### config.mk
export PLATFORM = sky130hd
export DESIGN_NAME = ins_encoder_flat
export DESIGN_NICKNAME = d
export VERILOG_FILES = /design/src/rtl/mips_isa_pkg.sv /design/src/rtl/ins_encoder_if.sv /design/src/rtl/ins_fifo.sv /design/src/rtl/ins_encoder.sv /design/src/flat_wrapper.sv
export SDC_FILE = /design/constraint.sdc
export NUM_CORES = 1
export LEC_CHECK = 0
export ABC_AREA = 1
export CORE_AREA = 2 2 165 167
export CTS_CLUSTER_SIZE = 8
export DETAILED_ROUTE_END_ITERATION = 8
export DIE_AREA = 0 0 167 169
export GPL_TIMING_DRIVEN = 0
export PLACE_DENSITY = 0.84
export SLEW_MARGIN = 20
export SYNTH_ARGS = -nofsm -noshare
export SYNTH_HDL_FRONTEND = slang
export SYNTH_HIERARCHICAL = 1
export SYNTH_SLANG_ARGS = --single-unit
### constraint.sdc
create_clock -name clk -period 4.6 [get_ports clk]
set_input_delay 0.46 -clock clk [delete_from_list [all_inputs] [get_ports clk]]
set_output_delay 0.46 -clock clk [all_outputs]
set_load 0.02 [all_outputs]
### src/rtl/mips_isa_pkg.sv
`default_nettype none
// ============================================================================
//  Module      : mips_isa_pkg
//  Description : MIPS format tags, opcode/funct constants, field positions
//                and the FIFO entry layout used by the instruction encoder.
//  Revision    : 1.0  initial release
// ============================================================================
package mips_isa_pkg;

  // Format tag carried alongside the decoded fields
  typedef enum logic [1:0] {
    FMT_R   = 2'd0,
    FMT_I   = 2'd1,
    FMT_J   = 2'd2,
    FMT_BAD = 2'd3
  } fmt_e;

  // Opcodes
  localparam logic [5:0] OP_RTYPE = 6'h00;
  localparam logic [5:0] OP_J     = 6'h02;
  localparam logic [5:0] OP_JAL   = 6'h03;
  localparam logic [5:0] OP_BEQ   = 6'h04;
  localparam logic [5:0] OP_ADDI  = 6'h08;
  localparam logic [5:0] OP_ORI   = 6'h0D;
  localparam logic [5:0] OP_LW    = 6'h23;
  localparam logic [5:0] OP_SW    = 6'h2B;

  // R-type function codes
  localparam logic [5:0] FN_ADD = 6'h20;
  localparam logic [5:0] FN_SUB = 6'h22;

  // Field LSB positions inside the 32-bit word (shared with the parser)
  localparam int unsigned OPCODE_LSB = 26;
  localparam int unsigned RS_LSB     = 21;
  localparam int unsigned RT_LSB     = 16;
  localparam int unsigned RD_LSB     = 11;
  localparam int unsigned SHAMT_LSB  = 6;
  localparam int unsigned FUNCT_LSB  = 0;
  localparam int unsigned IMM_LSB    = 0;
  localparam int unsigned ADDR_LSB   = 0;

  // One queued result: format-error flag, PC tag, packed word
  typedef struct packed {
    logic        err;
    logic [31:0] pc;
    logic [31:0] instr;
  } fifo_entry_t;

endpackage
`default_nettype wire

### src/rtl/ins_encoder_if.sv
`default_nettype none
// ============================================================================
//  Module      : ins_encoder_if
//  Description : Field-bundle input handshake, encoded-word output handshake,
//                flush and occupancy for the instruction encoder.
//  Revision    : 1.0  initial release
// ============================================================================
interface ins_encoder_if #(
  parameter int DEPTH = 4
);
  logic                     flush;
  logic                     in_valid;
  logic                     in_ready;
  logic [1:0]               fmt;
  logic [5:0]               opcode;
  logic [4:0]               rs;
  logic [4:0]               rt;
  logic [4:0]               rd;
  logic [4:0]               shamt;
  logic [5:0]               funct;
  logic [15:0]              immediate;
  logic [25:0]              address;
  logic                     out_valid;
  logic                     out_ready;
  logic [31:0]              instruction;
  logic [31:0]              p_count;
  logic                     out_err;
  logic [$clog2(DEPTH):0]   count;

  // Stimulus side: supplies fields, consumes encoded words
  modport master (
    output flush, in_valid, fmt, opcode, rs, rt, rd, shamt, funct,
           immediate, address, out_ready,
    input  in_ready, out_valid, instruction, p_count, out_err, count
  );

  // Encoder side
  modport slave (
    input  flush, in_valid, fmt, opcode, rs, rt, rd, shamt, funct,
           immediate, address, out_ready,
    output in_ready, out_valid, instruction, p_count, out_err, count
  );
endinterface
`default_nettype wire

### src/rtl/ins_fifo.sv
`default_nettype none
// ============================================================================
//  Module      : ins_fifo
//  Description : Width-parameterised synchronous FIFO with flush, full,
//                empty and exact occupancy. Read data reads 0 when empty.
//  Revision    : 1.0  initial release
// ============================================================================
module ins_fifo #(
  parameter int WIDTH = 65,
  parameter int DEPTH = 4
) (
  input  wire logic                       clk,
  input  wire logic                       rst_n,
  input  wire logic                       flush,
  input  wire logic                       push,
  input  wire logic                       pop,
  input  wire logic [WIDTH-1:0]           wdata,
  output logic      [WIDTH-1:0]           rdata,
  output logic                            full,
  output logic                            empty,
  output logic      [$clog2(DEPTH):0]     count
);
  localparam int AW = $clog2(DEPTH);
  localparam int CW = AW + 1;

  logic [WIDTH-1:0] mem [DEPTH];
  logic [AW-1:0]    wr_ptr;
  logic [AW-1:0]    rd_ptr;
  logic             do_push;
  logic             do_pop;

  assign full    = (count == CW'(DEPTH));
  assign empty   = (count == '0);
  // Flush wins over both sides; push blocked on full even if popping
  assign do_push = push && !full && !flush;
  assign do_pop  = pop && !empty && !flush;
  assign rdata   = empty ? '0 : mem[rd_ptr];

  // Storage array: written on push only, no reset needed (reads gated by empty)
  always_ff @(posedge clk) begin
    if (do_push) mem[wr_ptr] <= wdata;
  end

  // Pointers and occupancy; power-of-two depth gives natural pointer wrap
  always_ff @(posedge clk or negedge rst_n) begin
    if (!rst_n) begin
      wr_ptr <= '0;
      rd_ptr <= '0;
      count  <= '0;
    end else if (flush) begin
      wr_ptr <= '0;
      rd_ptr <= '0;
      count  <= '0;
    end else begin
      if (do_push) wr_ptr <= wr_ptr + AW'(1);
      if (do_pop)  rd_ptr <= rd_ptr + AW'(1);
      case ({do_push, do_pop})
        2'b10:   count <= count + CW'(1);
        2'b01:   count <= count - CW'(1);
        default: count <= count;
      endcase
    end
  end
endmodule
`default_nettype wire

### src/rtl/ins_encoder.sv
`default_nettype none
// ============================================================================
//  Module      : ins_encoder
//  Description : Packs decoded MIPS fields into R/I/J words, tags each with a
//                sequential PC value and queues {err, pc, word} for output.
//  Revision    : 1.0  initial release
// ============================================================================
module ins_encoder
  import mips_isa_pkg::*;
#(
  parameter int          DEPTH    = 4,
  parameter logic [31:0] PC_START = 32'h0000_0000
) (
  input  wire logic      clk,
  input  wire logic      rst_n,
  ins_encoder_if.slave   bus
);
  localparam int CW = $clog2(DEPTH) + 1;

  logic [31:0]   enc_word;
  logic          enc_err;
  logic [31:0]   pc_next;
  logic          accept;
  logic          fifo_full;
  logic          fifo_empty;
  logic [CW-1:0] fifo_count;
  fifo_entry_t   wr_entry;
  fifo_entry_t   rd_entry;

  assign bus.in_ready = !fifo_full && !bus.flush;
  assign accept       = bus.in_valid && bus.in_ready;

  // Combinational packing of the current field bundle
  always_comb begin
    enc_word = '0;
    enc_err  = 1'b0;
    case (fmt_e'(bus.fmt))
      FMT_R: begin
        // Opcode input is not packed; any nonzero value is flagged
        enc_word[OPCODE_LSB +: 6] = OP_RTYPE;
        enc_word[RS_LSB     +: 5] = bus.rs;
        enc_word[RT_LSB     +: 5] = bus.rt;
        enc_word[RD_LSB     +: 5] = bus.rd;
        enc_word[SHAMT_LSB  +: 5] = bus.shamt;
        enc_word[FUNCT_LSB  +: 6] = bus.funct;
        enc_err = (bus.opcode != OP_RTYPE);
      end
      FMT_I: begin
        enc_word[OPCODE_LSB +: 6]  = bus.opcode;
        enc_word[RS_LSB     +: 5]  = bus.rs;
        enc_word[RT_LSB     +: 5]  = bus.rt;
        enc_word[IMM_LSB    +: 16] = bus.immediate;
        enc_err = (bus.opcode == OP_RTYPE) || (bus.opcode == OP_J) ||
                  (bus.opcode == OP_JAL);
      end
      FMT_J: begin
        enc_word[OPCODE_LSB +: 6]  = bus.opcode;
        enc_word[ADDR_LSB   +: 26] = bus.address;
        enc_err = !((bus.opcode == OP_J) || (bus.opcode == OP_JAL));
      end
      default: begin
        // Illegal format emits a nop and flags it
        enc_word = '0;
        enc_err  = 1'b1;
      end
    endcase
  end

  // PC tag counter: restarts on reset/flush, advances by 4 per accepted word
  always_ff @(posedge clk or negedge rst_n) begin
    if (!rst_n) begin
      pc_next <= PC_START;
    end else if (bus.flush) begin
      pc_next <= PC_START;
    end else if (accept) begin
      pc_next <= pc_next + 32'd4;
    end
  end

  assign wr_entry = '{err: enc_err, pc: pc_next, instr: enc_word};

  ins_fifo #(
    .WIDTH ($bits(fifo_entry_t)),
    .DEPTH (DEPTH)
  ) u_fifo (
    .clk   (clk),
    .rst_n (rst_n),
    .flush (bus.flush),
    .push  (accept),
    .pop   (bus.out_ready),
    .wdata (wr_entry),
    .rdata (rd_entry),
    .full  (fifo_full),
    .empty (fifo_empty),
    .count (fifo_count)
  );

  assign bus.out_valid   = !fifo_empty;
  assign bus.instruction = rd_entry.instr;
  assign bus.p_count     = rd_entry.pc;
  assign bus.out_err     = rd_entry.err;
  assign bus.count       = fifo_count;
endmodule
`default_nettype wire

### src/flat_wrapper.sv
// flat-port wrapper written by rule: the top's interface ports become plain ports
module ins_encoder_flat import mips_isa_pkg::*;
#(
  parameter int          DEPTH    = 4,
  parameter logic [31:0] PC_START = 32'h0000_0000
)
  (clk, rst_n, bus_flush, bus_in_valid, bus_fmt, bus_opcode, bus_rs, bus_rt, bus_rd, bus_shamt, bus_funct, bus_immediate, bus_address, bus_out_ready, bus_in_ready, bus_out_valid, bus_instruction, bus_p_count, bus_out_err, bus_count);
  ins_encoder_if #(.DEPTH(DEPTH)) bus_i ();
  input  wire logic clk;
  input  wire logic rst_n;
  input wire logic [$bits(bus_i.flush)-1:0] bus_flush;
  input wire logic [$bits(bus_i.in_valid)-1:0] bus_in_valid;
  input wire logic [$bits(bus_i.fmt)-1:0] bus_fmt;
  input wire logic [$bits(bus_i.opcode)-1:0] bus_opcode;
  input wire logic [$bits(bus_i.rs)-1:0] bus_rs;
  input wire logic [$bits(bus_i.rt)-1:0] bus_rt;
  input wire logic [$bits(bus_i.rd)-1:0] bus_rd;
  input wire logic [$bits(bus_i.shamt)-1:0] bus_shamt;
  input wire logic [$bits(bus_i.funct)-1:0] bus_funct;
  input wire logic [$bits(bus_i.immediate)-1:0] bus_immediate;
  input wire logic [$bits(bus_i.address)-1:0] bus_address;
  input wire logic [$bits(bus_i.out_ready)-1:0] bus_out_ready;
  output wire logic [$bits(bus_i.in_ready)-1:0] bus_in_ready;
  output wire logic [$bits(bus_i.out_valid)-1:0] bus_out_valid;
  output wire logic [$bits(bus_i.instruction)-1:0] bus_instruction;
  output wire logic [$bits(bus_i.p_count)-1:0] bus_p_count;
  output wire logic [$bits(bus_i.out_err)-1:0] bus_out_err;
  output wire logic [$bits(bus_i.count)-1:0] bus_count;
  assign bus_i.flush = bus_flush;
  assign bus_i.in_valid = bus_in_valid;
  assign bus_i.fmt = bus_fmt;
  assign bus_i.opcode = bus_opcode;
  assign bus_i.rs = bus_rs;
  assign bus_i.rt = bus_rt;
  assign bus_i.rd = bus_rd;
  assign bus_i.shamt = bus_shamt;
  assign bus_i.funct = bus_funct;
  assign bus_i.immediate = bus_immediate;
  assign bus_i.address = bus_address;
  assign bus_i.out_ready = bus_out_ready;
  assign bus_in_ready = bus_i.in_ready;
  assign bus_out_valid = bus_i.out_valid;
  assign bus_instruction = bus_i.instruction;
  assign bus_p_count = bus_i.p_count;
  assign bus_out_err = bus_i.out_err;
  assign bus_count = bus_i.count;
  ins_encoder #(.DEPTH(DEPTH), .PC_START(PC_START)) u_core (.clk(clk), .rst_n(rst_n), .bus(bus_i));
endmodule
# Word level (Yosys, flattened, before mapping)
# Memories as Yosys holds them, arrays and structs flattened.
# Index checks and enable logic that the tools add are counted.
# W data, S select, Z words.
dict set report classes {
  mux 13
  addsub 5
  eq_ne 7
  n_reduce_logical 21
}
# cell count
set ops {}
lappend ops {{$pmux W32 S3} 1}
lappend ops {{$mux W65} 1}
lappend ops {{$mux W32} 2}
lappend ops {{$add A32 B3 Y32 const B} 1}
lappend ops {{$eq A6 B2 Y1 const B} 2}
lappend ops {{$mux W2} 4}
lappend ops {{$logic_and A1 B1 Y1} 6}
lappend ops {{$logic_not A6 Y1} 1}
lappend ops {{$pmux W3 S2} 1}
lappend ops {{$reduce_bool A2 Y1} 3}
lappend ops {{$reduce_bool A6 Y1} 1}
lappend ops {{$add A2 B1 Y2 const B} 2}
lappend ops {{$eq A2 B1 Y1 const B} 2}
lappend ops {{$eq A2 B2 Y1 const B} 2}
lappend ops {{$logic_not A1 Y1} 4}
lappend ops {{$add A3 B1 Y3 const B} 1}
lappend ops {{$eq A3 B3 Y1 const B} 1}
lappend ops {{$logic_not A3 Y1} 1}
lappend ops {{$logic_or A1 B1 Y1} 3}
lappend ops {{$mux W3} 1}
lappend ops {{$pmux W1 S3} 1}
lappend ops {{$reduce_bool A3 Y1} 1}
lappend ops {{$sub A3 B1 Y3 const B} 1}
lappend ops {{$logic_not A2 Y1} 1}
lappend ops {{$mux W1} 2}
dict set report word_totals {
  n_memories 1
  wordCells 51
  ramBits 260
  regBits 39
  output_inout_bits 70
  input_bits 81
}
# memory depth word_bits rd rd_clocked_by_memory_dff wr line
set memory_table {}
lappend memory_table {u_core.u_fifo.mem 4 65 1 0 1 ins_fifo.sv:26} ;# logic [WIDTH-1:0] mem [DEPTH];

# Longest topological paths before layout
dict set report depth {
  word_depth 9
  ltp_mapped 17
  mapped_depth_nobuf 16
}

# Modules after synthesis
# The synthesis kept the hierarchy.
# module instances seq_area_each_um2 area_each_um2 cells_per_inst
set modules_own_cells {}
lappend modules_own_cells {ins_fifo 1 7982.7 10542.6 833}
lappend modules_own_cells {ins_encoder 1 750.7 2538.7 412}

# Worst setup path before layout
# No wires, ideal clock.
dict set report synth_path {
  kind {flip-flop to flip-flop}
  from {register u_core.u_fifo.count[0]}
  to {memory u_core.u_fifo.mem[0][0] (enable)}
  period_less_slack_ns 4.706
  required_ns 4.111
  setup_time_ns 0.489
  path_stages_with_launch 10
  path_buffers 1
  setup_slack_ns -0.106
  t_arrival_ns 4.217
  path_cell_list {dfrtp_1 > nor2_2 > nand2_1 > inv_1 > nor2_4 > nand2_4 > inv_4 > buf_6 > nand3_2 > nor2_1}
}
dict set report synth_between {
  elab_chain_cells 8
}
# element line
set synth_lines {}
lappend synth_lines {{from (decl)} ins_fifo.sv:21} ;# output logic [$clog2(DEPTH):0] count
lappend synth_lines {{from (signal assigned)} ins_fifo.sv:58} ;# 2'b10: count <= count + CW'(1);
lappend synth_lines {{from (signal assigned)} ins_fifo.sv:59} ;# 2'b01: count <= count - CW'(1);
lappend synth_lines {{from (signal assigned)} ins_fifo.sv:60} ;# default: count <= count;
lappend synth_lines {{$eq A3 B3 Y1} ins_fifo.sv:32} ;# assign full = (count == CW'(DEPTH));
lappend synth_lines {{net u_core.fifo_full} ins_encoder.sv:24} ;# logic fifo_full;
lappend synth_lines {{$logic_not A1 Y1} ins_encoder.sv:30} ;# assign bus.in_ready = !fifo_full && !bus.flush;
lappend synth_lines {{$logic_and A1 B1 Y1} ins_encoder.sv:30}
lappend synth_lines {{net bus_in_ready} flat_wrapper.sv:23} ;# output wire logic [$bits(bus_i.in_ready)-1:0] bus_in_ready;
lappend synth_lines {{$logic_and A1 B1 Y1} ins_encoder.sv:31} ;# assign accept = bus.in_valid && bus.in_ready;
lappend synth_lines {{net u_core.accept} ins_encoder.sv:23} ;# logic accept;
lappend synth_lines {{$logic_and A1 B1 Y1 (2 in a row)} ins_fifo.sv:35} ;# assign do_push = push && !full && !flush;
lappend synth_lines {{$mux W1} ins_fifo.sv:41} ;# if (do_push) mem[wr_ptr] <= wdata;
lappend synth_lines {{$mux W1 (not written as such)} ins_fifo.sv:41}
lappend synth_lines {{to (decl)} ins_fifo.sv:26}
# The timed path passes the listed nets, and every way through them passes these cells.

# Worst setup path after layout
dict set report layout_path {
  from {register u_core.u_fifo.rd_ptr[0]}
  to {output port bus_p_count[19]}
}
dict set report layout_between {
  elab_chain_cells 2
}
# element line
set layout_lines {}
lappend layout_lines {{from (decl)} ins_fifo.sv:28} ;# logic [AW-1:0] rd_ptr;
lappend layout_lines {{from (signal assigned)} ins_fifo.sv:56} ;# if (do_pop) rd_ptr <= rd_ptr + AW'(1);
lappend layout_lines {{$mem_v2 Z4 W65} -}
lappend layout_lines {{$mux W65} ins_fifo.sv:37} ;# assign rdata = empty ? '0 : mem[rd_ptr];
lappend layout_lines {{to (decl)} flat_wrapper.sv:26} ;# output wire logic [$bits(bus_i.p_count)-1:0] bus_p_count;
# No other way between the ends.

==> metrics <==
status=completed; synth top area cells=edfxtp_1, nor2_1, dfrtp_1, nand2_1, o21ai_1; area added between synthesis and finish=27.3%; final non-filler cell total=roughly 1.8k; CP Max Fanout=10; Tightest Pin Transition=approximately 0.67 ns; Overflow after GRT=0; static leakage=~6.3 nW; Adder-Cell Fraction of Synth Area=0.00631; slowest cell delay on critical path=approximately 0.7 ns; WP data required=a little over 4 ns; hold-fix buffers at CTS=1; Synth top area share=0.597; top cells by count, synth=nor2_1, edfxtp_1, nand2_1; Async S/R FF share, synth=0.125; All-Layer GR Usage=0.239; HPWL Detailed=22500 microns; DRT Pass-1 Iters=5; slack of the worst reg-to-reg path=approximately 1.5 ns; remaining antenna violation count after routing=0; Ant. Diodes=0; final hold violations=0; worst-path cell chain=buf_4 > inv_4 > buf_4 > clkbuf_2 > o21ai_1 > a21oi_1 > clkdlybuf4s50_1; Chip Width=between 150 and 200 microns; Fmax=0.295 GHz; clk sinks=slightly below 300; P per Cell Area=530 nW/um^2; worst vdd ir=about 0.30 mV; Ys Warns=6; Synth Cell Area=13100 sq um; Finished Cell Area=about 17000 sq um; Worst slew margin=0.553; Worst R2R Start=u_core/u_fifo/count[0]; routability congestion estimate=0.902; Longest Clk Path Bufs=3; Clock Latency Late Sink=~0.53 ns; switching share of power=0.331; Max-Cap Viols=0; Most Crowded Layer GR=met2; number of buffers added on ports=150; Worst Setup Start Kind=flip-flop; antenna violations before repair=0; drt wl/cell=around 19 microns; CP Class=reg2out; Max H-tree Level=2; Vias/cell=5.59; Compound-Gate Fraction of Synth Area=0.0940; Clock Pin Slew Worst Setup and Hold Paths=roughly 0.05 ns; CTS tree=yes; DR iter-0 viols=around 950; Cells after Synth=between 1k and 1.5k; number of synthesized flops with an enable pin=260; CP Capture Type=output port; RSZ-0062 raised after global routing=false; Finished Core Util=0.628; simple logic cell fraction of the synthesized area=0.179; residual DRC count=0; GR Util met1=0.302; count leader, synth=nor2_1; Internal Pwr Total=~0.0059 W; syn avg cell area=10.5 sq um; largest net degree at the start of global routing=33; part of the power in registers=0.349; most frequently used flop master after synthesis=edfxtp_1; Die ar.=28200 sq um; Core Box Area=between 20000 and 30000 sq um; CP Data Arrival Time=a little under 3 ns; Ports=approximately 150; Pins Over Slew Limit=0; Area after DPL=approximately 15000 sq um; library cells used by synthesis=41; Initial Utilization=0.494; Vias=roughly 10k; main combinational cell family by area after synthesis=simple AND/OR/NAND/NOR gates; crit path from=u_core/u_fifo/rd_ptr[0]; placed insts=roughly 1.8k; Post-CTS Setup Repair Bufs=0; Seq cells post-synth=~300; first-pass GRT wire length=53000 microns; vias in the first global route=10.0k; clk root buf=clkbuf_16; cell accounting for the most synthesized area=edfxtp_1; sequential area share after synthesis=0.668; GR met2 Demand/Resource=0.413; global routing usage on met3=0.0409; final net count=between 1.5k and 2k; Slowest cell on crit path=clkdlybuf4s50_1; Clock Skew=about 0.019 ns; combinational share of power=0.332; post_cts resized=0; post-synthesis mux area share=0; Synth Area in XOR/XNOR=0.00134; Clk network pwr share=0.320; layout cells sized above 1=0.0975; Hold Crit Class=in2async; Num CTS Buffers=43; sw power=0.00292 W; FP Rows=60; Die Height=between 150 and 200 microns; # setup viols final=0; total wire length=around 34000 microns; most used cell, CP=buf_4; Tmin final=between 3 and 4 ns; fin crit share=0.736
-- layout by cell type (no fill, tap or decap), types with 3 or more instances in the layout --
master,instances
conb_1,8
buf_2,22
clkdlybuf4s50_1,149
nor2_4,11
o21ai_1,90
buf_6,10
nand3_1,47
a21oi_1,75
edfxtp_1,260
o21ai_0,71
nor2_1,308
buf_12,3
nand4_1,7
inv_2,4
clkbuf_1,35
buf_4,6
inv_1,72
nand2_1,165
nand2_2,3
clkbuf_2,8
ha_1,5
clkbuf_16,44
buf_16,11
nor2_2,7
dfrtp_1,37
-- routing by layer --
metal / vias to the layer above / share of wire / wire (microns)
met3: 91 / 0.093 / 3180
met2: 590 / 0.50 / 17100
met1: 4875 / 0.38 / 13000
met4: 0 / 0.027 / 919
met5: - / 0 / 0
li1: 4662 / - / -
-- power groups by stage --
stage                     Combinational (W)  Clock (W)  Sequential, W
after global routing                0.00310    0.00298        0.00308
after CTS                           0.00292    0.00285        0.00308
after floorplan                     0.00154          0        0.00313
after global placement              0.00280          0        0.00313
after detailed placement            0.00289          0        0.00312
final                               0.00293    0.00282        0.00308
-- critical path, delay by kind of cell (launching register included) --
family / cells / cell delay, ns
buffers and inverters: 5 / 1.49
AO/OA/AOI/OAI: 2 / 0.51
flip-flops: 1 / 0.40
-- metrics by stage --
stage / worst slack, ns / hold WS, ns / setup TNS [ns] / power, W
5_1_grt: 1.18 / 0.329 / 0 / 0.00917
3_3_place_gp: -2.45 / 0.526 / -603.83 / 0.00594
3_5_place_dp: 1.10 / 0.307 / 0 / 0.00601
4_1_cts: 1.26 / 0.291 / 0 / 0.00885
6_report: 1.22 / 0.301 / 0 / 0.00882
2_1_floorplan: -0.106 / 0.164 / -27.54 / 0.00467
-- kinds of logic (layout without fill, tap and decap cells) --
kind of cell	Yosys count	in the layout
and+or+nand+nor	559	559
DFF	297	297
AOI/OAI and AO/OA	242	242
buffers and inverters	138	373
adders and majority gates	6	6
xor gates and xnor gates	2	2
other	1	8
-- flip-flops by register name (all words and copies together) (netlist names) --
| register | cells |
|---|---|
| u_core/u_fifo/wr_ptr | 2 |
| u_core/pc_next | 30 |
| u_core/u_fifo/rd_ptr | 2 |
| u_core/u_fifo/count | 3 |
| u_core/u_fifo/mem | 260 |
-- area by class of cell --
cell class              instances  area [sq um]
well taps                     341           427
clock buffers                  67          1190
plain buffers                  59           365
inverters                      79           302
flip-flops and latches        297          8730
repair buffers                165          1870
fillers                      1910          9850
multi-input cells             817          3740
clock inverters                 3          33.8
-- path summary, 6_finish.rpt --
check | endpoint | cells past startpoint
setup / recovery | bus_p_count[19] | 7
hold / removal | u_core/u_fifo/count[2] | 2
setup reg to reg | u_core/u_fifo/mem[3][37] | 13
hold reg to reg | u_core/u_fifo/mem[1][63] | 0
max in group asynchronous | u_core/pc_next[4] | 3
min in group clk | u_core/u_fifo/mem[1][63] | 0
(Power assumes the default switching activity.)
